**src/rtl/mul_share_pkg.sv**
```systemverilog
`default_nettype none
// +--------------------------------------------------------------------------+
// | mul_share_pkg : shared types and round-robin pick for mul_share_arb      |
// | Rev 1.0                                                                  |
// +--------------------------------------------------------------------------+
package mul_share_pkg;

  localparam int MUL_DATA_W = 32;
  localparam int MAX_REQ    = 8;
  localparam int TAG_ID_W   = 3;

  typedef struct packed {
    logic                vld;
    logic [TAG_ID_W-1:0] id;
  } tag_t;

  typedef struct packed {
    logic                found;
    logic [TAG_ID_W-1:0] idx;
  } pick_t;

  // First set bit at or after ptr, wrapping modulo num.
  function automatic pick_t rr_pick(input logic [MAX_REQ-1:0] req,
                                    input logic [TAG_ID_W-1:0] ptr,
                                    input int num);
    pick_t res;
    int    cand;
    res = '0;
    for (int k = 0; k < MAX_REQ; k++) begin
      if (k < num && !res.found) begin
        cand = int'(ptr) + k;
        if (cand >= num) cand = cand - num;
        if (req[cand[TAG_ID_W-1:0]]) begin
          res.found = 1'b1;
          res.idx   = cand[TAG_ID_W-1:0];
        end
      end
    end
    return res;
  endfunction

endpackage
`default_nettype wire

```
**src/rtl/mul_share_rr_arb.sv**
```systemverilog
`default_nettype none
// +--------------------------------------------------------------------------+
// | mul_share_rr_arb : round-robin pointer and one-hot grant                  |
// | Rev 1.0                                                                  |
// +--------------------------------------------------------------------------+
module mul_share_rr_arb
  import mul_share_pkg::*;
#(
  parameter int NUM_REQ = 4
) (
  input  logic                clk,
  input  logic                reset_n,
  input  logic                flush,
  input  logic [NUM_REQ-1:0]  req_valid,
  output logic [NUM_REQ-1:0]  req_ready,
  output logic                accept,
  output logic [TAG_ID_W-1:0] winner
);

  logic [TAG_ID_W-1:0] rr_ptr;
  logic [MAX_REQ-1:0]  req_ext;
  pick_t               pick;

  always_comb begin
    req_ext                = '0;
    req_ext[NUM_REQ-1:0]   = req_valid;
    pick                   = rr_pick(req_ext, rr_ptr, NUM_REQ);
    // Grant is suppressed while flushing and while reset is held.
    accept                 = pick.found & ~flush & reset_n;
    winner                 = pick.idx;
    req_ready              = '0;
    if (accept) req_ready  = NUM_REQ'(1) << pick.idx;
  end

  always_ff @(posedge clk or negedge reset_n) begin
    if (!reset_n) begin
      rr_ptr <= '0;
    end else if (accept) begin
      rr_ptr <= (winner == TAG_ID_W'(NUM_REQ - 1)) ? '0 : winner + TAG_ID_W'(1);
    end
  end

endmodule
`default_nettype wire

```
**src/rtl/mul_share_arb.sv**
```systemverilog
`default_nettype none
// +--------------------------------------------------------------------------+
// | mul_share_arb : shares one pipelined 32-bit multiply cell between        |
// | NUM_REQ requesters; optional counters under MUL_SHARE_ARB_PERF_EN.       |
// | Rev 1.0                                                                  |
// +--------------------------------------------------------------------------+
module mul_share_arb
  import mul_share_pkg::*;
#(
  parameter int NUM_REQ     = 4,
  parameter int MUL_LATENCY = 1,
  parameter int ID_W        = 2
) (
  input  logic                       clk,
  input  logic                       reset_n,
  input  logic                       flush,
  input  logic [NUM_REQ-1:0]         req_valid,
  output logic [NUM_REQ-1:0]         req_ready,
  input  logic [NUM_REQ*32-1:0]      req_src1,
  input  logic [NUM_REQ*32-1:0]      req_src2,
  output logic [NUM_REQ-1:0]         resp_valid,
  output logic [MUL_DATA_W-1:0]      resp_data,
  output logic [MUL_DATA_W-1:0]      mul_src1,
  output logic [MUL_DATA_W-1:0]      mul_src2,
  input  logic [MUL_DATA_W-1:0]      mul_result
`ifdef MUL_SHARE_ARB_PERF_EN
  ,
  input  logic                       perf_clr,
  output logic [31:0]                perf_ops,
  output logic [31:0]                perf_stall
`endif
);

  localparam int STAGES = MUL_LATENCY + 1;

  logic                accept;
  logic [TAG_ID_W-1:0] winner;
  tag_t                tag_q [STAGES];
  logic [ID_W-1:0]     last_id;
  logic [NUM_REQ-1:0]  last_onehot;

  mul_share_rr_arb #(
    .NUM_REQ (NUM_REQ)
  ) u_arb (
    .clk       (clk),
    .reset_n   (reset_n),
    .flush     (flush),
    .req_valid (req_valid),
    .req_ready (req_ready),
    .accept    (accept),
    .winner    (winner)
  );

  always_comb begin
    last_id     = ID_W'(tag_q[STAGES-1].id);
    last_onehot = '0;
    for (int i = 0; i < NUM_REQ; i++) begin
      last_onehot[i] = (last_id == ID_W'(i));
    end
  end

  // Operands only move on accept so the cell inputs stay quiet when idle.
  always_ff @(posedge clk or negedge reset_n) begin
    if (!reset_n) begin
      mul_src1   <= '0;
      mul_src2   <= '0;
      resp_valid <= '0;
      resp_data  <= '0;
      for (int s = 0; s < STAGES; s++) tag_q[s] <= '0;
    end else begin
      if (accept) begin
        mul_src1 <= req_src1[32*int'(winner) +: 32];
        mul_src2 <= req_src2[32*int'(winner) +: 32];
      end
      tag_q[0].vld <= accept;
      tag_q[0].id  <= winner;
      for (int s = 1; s < STAGES; s++) begin
        tag_q[s] <= flush ? '0 : tag_q[s-1];
      end
      if (!flush && tag_q[STAGES-1].vld) begin
        resp_data  <= mul_result;
        resp_valid <= last_onehot;
      end else begin
        resp_valid <= '0;
      end
    end
  end

`ifdef MUL_SHARE_ARB_PERF_EN
  logic stall_cycle;

  // A cycle stalls when someone is left waiting behind the winner or a flush.
  always_comb begin
    stall_cycle = flush ? (|req_valid) : ($countones(req_valid) > 1);
  end

  always_ff @(posedge clk or negedge reset_n) begin
    if (!reset_n) begin
      perf_ops   <= '0;
      perf_stall <= '0;
    end else if (perf_clr) begin
      perf_ops   <= '0;
      perf_stall <= '0;
    end else begin
      if (accept && perf_ops != '1)        perf_ops   <= perf_ops + 32'd1;
      if (stall_cycle && perf_stall != '1) perf_stall <= perf_stall + 32'd1;
    end
  end
`endif

endmodule
`default_nettype wire

```
**config.mk**
```make
export PLATFORM = sky130hd
export DESIGN_NAME = mul_share_arb
export DESIGN_NICKNAME = d
export VERILOG_FILES = /design/src/rtl/mul_share_pkg.sv /design/src/rtl/mul_share_rr_arb.sv /design/src/rtl/mul_share_arb.sv
export SDC_FILE = /design/constraint.sdc
export NUM_CORES = 1
export LEC_CHECK = 0
export ABC_AREA = 0
export CELL_PAD_IN_SITES_DETAIL_PLACEMENT = 0
export CELL_PAD_IN_SITES_GLOBAL_PLACEMENT = 1
export CORE_AREA = 2 2 156 158
export DETAILED_ROUTE_END_ITERATION = 10
export DIE_AREA = 0 0 158 160
export PLACE_DENSITY = 0.77
export SETUP_SLACK_MARGIN = 0.05
export SLEW_MARGIN = 20
export SYNTH_ARGS = -nofsm -noshare
export SYNTH_HDL_FRONTEND = slang
export SYNTH_SLANG_ARGS = --single-unit
```
**constraint.sdc**
```tcl
create_clock -name clk -period 4.15 [get_ports clk]
set_input_delay 0.83 -clock clk [delete_from_list [all_inputs] [get_ports clk]]
set_output_delay 0.83 -clock clk [all_outputs]
set_load 0.1 [all_outputs]
```
==> impl_metrics.env <==
export IMPL_yosysUniqueCellTypes=32
export IMPL_fin_tns_setup_ns=0
export IMPL_antenna_found_initial=0
export IMPL_p_leak_nw=4.31
export IMPL_io_pin_count=399
export IMPL_clkSinkCount=109
export IMPL_cp_start_kind="flip-flop"
export IMPL_wirelength_mm=20.3
export IMPL_clk_latency_ns=0.35
export IMPL_max_cap_violations=0
export IMPL_cp_max_fo=11
export IMPL_finalCritPeriodShare_pct=95.4
export IMPL_drc=0
export IMPL_grt_usage_pct=15.9
export IMPL_hp_class="reg -> reg"
export IMPL_fin_skew_ns=0.0104
export IMPL_core_sq_um=23800
export IMPL_design_area_sq_um=10800
export IMPL_holdBufCountCts=0
export IMPL_die_area_sq_um=25300
export IMPL_die_h_um=160
export IMPL_syn_area_per_cell_sq_um=17.0
export IMPL_tightest_slew_ns=1.06
export IMPL_fin_ws_ns=0.190
export IMPL_dp_hpwl_mm=16.2
export IMPL_final_cell_mix="clkdlybuf4s50_1 (393), dfrtp_1 (108), mux2_2 (100)"
export IMPL_fill_cells=2230
export IMPL_syn_to_final_growth_pct=77.0
export IMPL_synth_area_sq_um=6120
export IMPL_drt_first_pass_iters=4
export IMPL_setup_violations=0
export IMPL_clk_pin_slew_worst_paths_ns=0.08
export IMPL_placed_cells=1068
export IMPL_place_area_sq_um=10600
export IMPL_die_width_um=158
export IMPL_yosysSeqAreaShare_pct=44.6
export IMPL_hold_viol=0
export IMPL_grt_max_degree=67
export IMPL_drtIter0Drc=146
export IMPL_cp_arrival_ns=3.13
export IMPL_fmax_mhz=253
export IMPL_nNetsFinal=1052
export IMPL_endpoint_kind="output pin"
export IMPL_stdcell_count=1083
export IMPL_via_count=4940
export IMPL_drive_gt1_share_pct=19.4
export IMPL_power_density_nw_per_um2=910
export IMPL_drv_slew=0
export IMPL_ant_nets=0
export IMPL_grt_pass1_vias=5292
export IMPL_worst_ir_drop_vdd_mv=0.510
export IMPL_gr_total_overflow=0
export IMPL_grt_pass1_wl_mm=30.2
export IMPL_place_gp_congestion=0.804
export IMPL_ys_warnings_count=0
export IMPL_cts_htree_levels=3
export IMPL_crit_required_ns=3.32
export IMPL_synthesis_nets=657
export IMPL_crit_type="reg -> out"
export IMPL_fin_total_pwr_mw=9.86
export IMPL_drt_vias_per_instance=4.56
export IMPL_cts_buffers=9
export IMPL_grt_setup_unrepaired="no"
export IMPL_clock_tree_root_cell="clkbuf_16"
export IMPL_rows=57
export IMPL_period_minus_slack_ns=3.96
export IMPL_synth_seq_cells=109
export IMPL_netlist_instances=360
export IMPL_start_util_pct=25.7
export IMPL_place_ws_ns=0.316
export IMPL_tritoncts="yes"
export IMPL_max_slew_margin_pct=29.1
export IMPL_diodes=0
export IMPL_post_cts_buffers=0
export IMPL_avgRoutedWirePerCell_um=18.8
export IMPL_status="finished clean"
export IMPL_numPortBuffers=398
export IMPL_layout_commonest_cell="clkdlybuf4s50_1"
export IMPL_clk_path_buf_depth=2
==> logic make-up (layout without fill, tap and decap cells) <==
logic type / Yosys count / count (layout) / synth area share, %
mux: 168 / 168 / 47.0
flops: 109 / 109 / 44.6
buf+inv: 33 / 432 / 3.25
simple gates: 31 / 31 / 2.78
compound gates: 16 / 16 / 1.88
fa+ha+maj: 2 / 2 / 0.409
xor+xnor: 1 / 1 / 0.143
==> synth_stat cells <==
master | instances | share of area [%]
xor2_1 | 1 | 0.14
nor2b_1 | 7 | 0.72
a221o_1 | 1 | 0.16
a211o_1 | 1 | 0.14
buf_4 | 1 | 0.12
nor2_1 | 8 | 0.49
mux2i_1 | 2 | 0.33
nand2_1 | 5 | 0.31
nor3b_1 | 3 | 0.37
a21oi_1 | 4 | 0.33
mux2_2 | 100 | 18
o2bb2ai_1 | 1 | 0.14
buf_1 | 2 | 0.12
inv_1 | 3 | 0.18
o32ai_1 | 1 | 0.14
ha_1 | 2 | 0.41
buf_2 | 3 | 0.25
clkbuf_1 | 15 | 0.92
o32a_1 | 1 | 0.16
dfrtp_1 | 109 | 45
a211oi_1 | 1 | 0.12
mux4_2 | 2 | 0.74
buf_6 | 9 | 1.7
o22ai_1 | 1 | 0.10
o21ai_0 | 3 | 0.25
nand4_1 | 2 | 0.20
mux4_1 | 64 | 27
nand2b_1 | 1 | 0.10
and3b_1 | 2 | 0.29
o211ai_1 | 1 | 0.12
and3_1 | 3 | 0.31
a211oi_2 | 1 | 0.20
==> flip-flops by register name, indices dropped and copies added, names as in the netlist <==
register	cells
mul_src2	32
resp_data	32
resp_valid	4
mul_src1	32
tag_q	4
last_id	2
u_arb.rr_ptr	3
==> where the power goes <==
part / internal [mW] / total [mW] / leakage (nW) / switching (mW)
Clock: 0.411 / 0.834 / 0.126 / 0.424
Combinational: 2.56 / 7.24 / 2.88 / 4.69
Sequential: 1.53 / 1.78 / 1.30 / 0.252
==> layer usage <==
metal | part of all wire [%] | routed length [um] | GRT usage (%) | vias up
li1 | - | - | - | 2261
met1 | 40 | 8080 | 19.4 | 2441
met2 | 51 | 10300 | 27.3 | 212
met3 | 7.6 | 1540 | 3.99 | 26
met4 | 1.9 | 395 | 5.04 | 0
met5 | 0 | 0 | 0 | -
==> what timing repair did <==
action	4_1_cts	5_1_grt
endpoints found under the hold margin	0	0
gates resized for setup	1	0
endpoints found under the setup margin	1	0
==> worst paths after layout <==
check	start	to	slack, ns	cells past startpoint
worst max register to register	u_arb.rr_ptr[1]	mul_src1[1]	0.64	9
max in group asynchronous	reset_n	mul_src1[4]	2.27	3
min in group asynchronous	reset_n	tag_q[5]	0.59	2
worst max-delay path	u_arb.rr_ptr[1]	req_ready[1]	0.19	7
worst min register to register	last_id[1]	resp_valid[1]	0.46	1
worst min-delay path	last_id[1]	resp_valid[1]	0.46	1
==> through the flow <==
| stage | util [%] | hold WS [ns] |
|---|---|---|
| after global placement | 44.3 | 0.443 |
| after CTS | 45.5 | 0.467 |
| after detailed placement | 44.3 | 0.450 |
| after global routing | 45.5 | 0.480 |
| final | 45.5 | 0.461 |
| after floorplan | - | 0.428 |
==> critical path, cell delays in order, from the launching register on <==
cell and delay, ns:
dfrtp_2 0.48, inv_1 0.15, ha_4 0.36, mux4_2 0.53, a221o_1 0.40, o32a_2 0.42
nor3b_4 0.23, buf_12 0.20
==> final cells by class <==
type	count	area, sq um	area share [%]
clock inverters	6	47.5	0.439
flip-flops and latches	109	2730	25.2
inverters	3	11.3	0.104
clock buffers	9	225	2.08
well taps	324	405	3.74
repair buffers	414	4180	38.6
multi-input cells	218	3230	29.9
No activity file was read; power rests on OpenSTA's default activity.
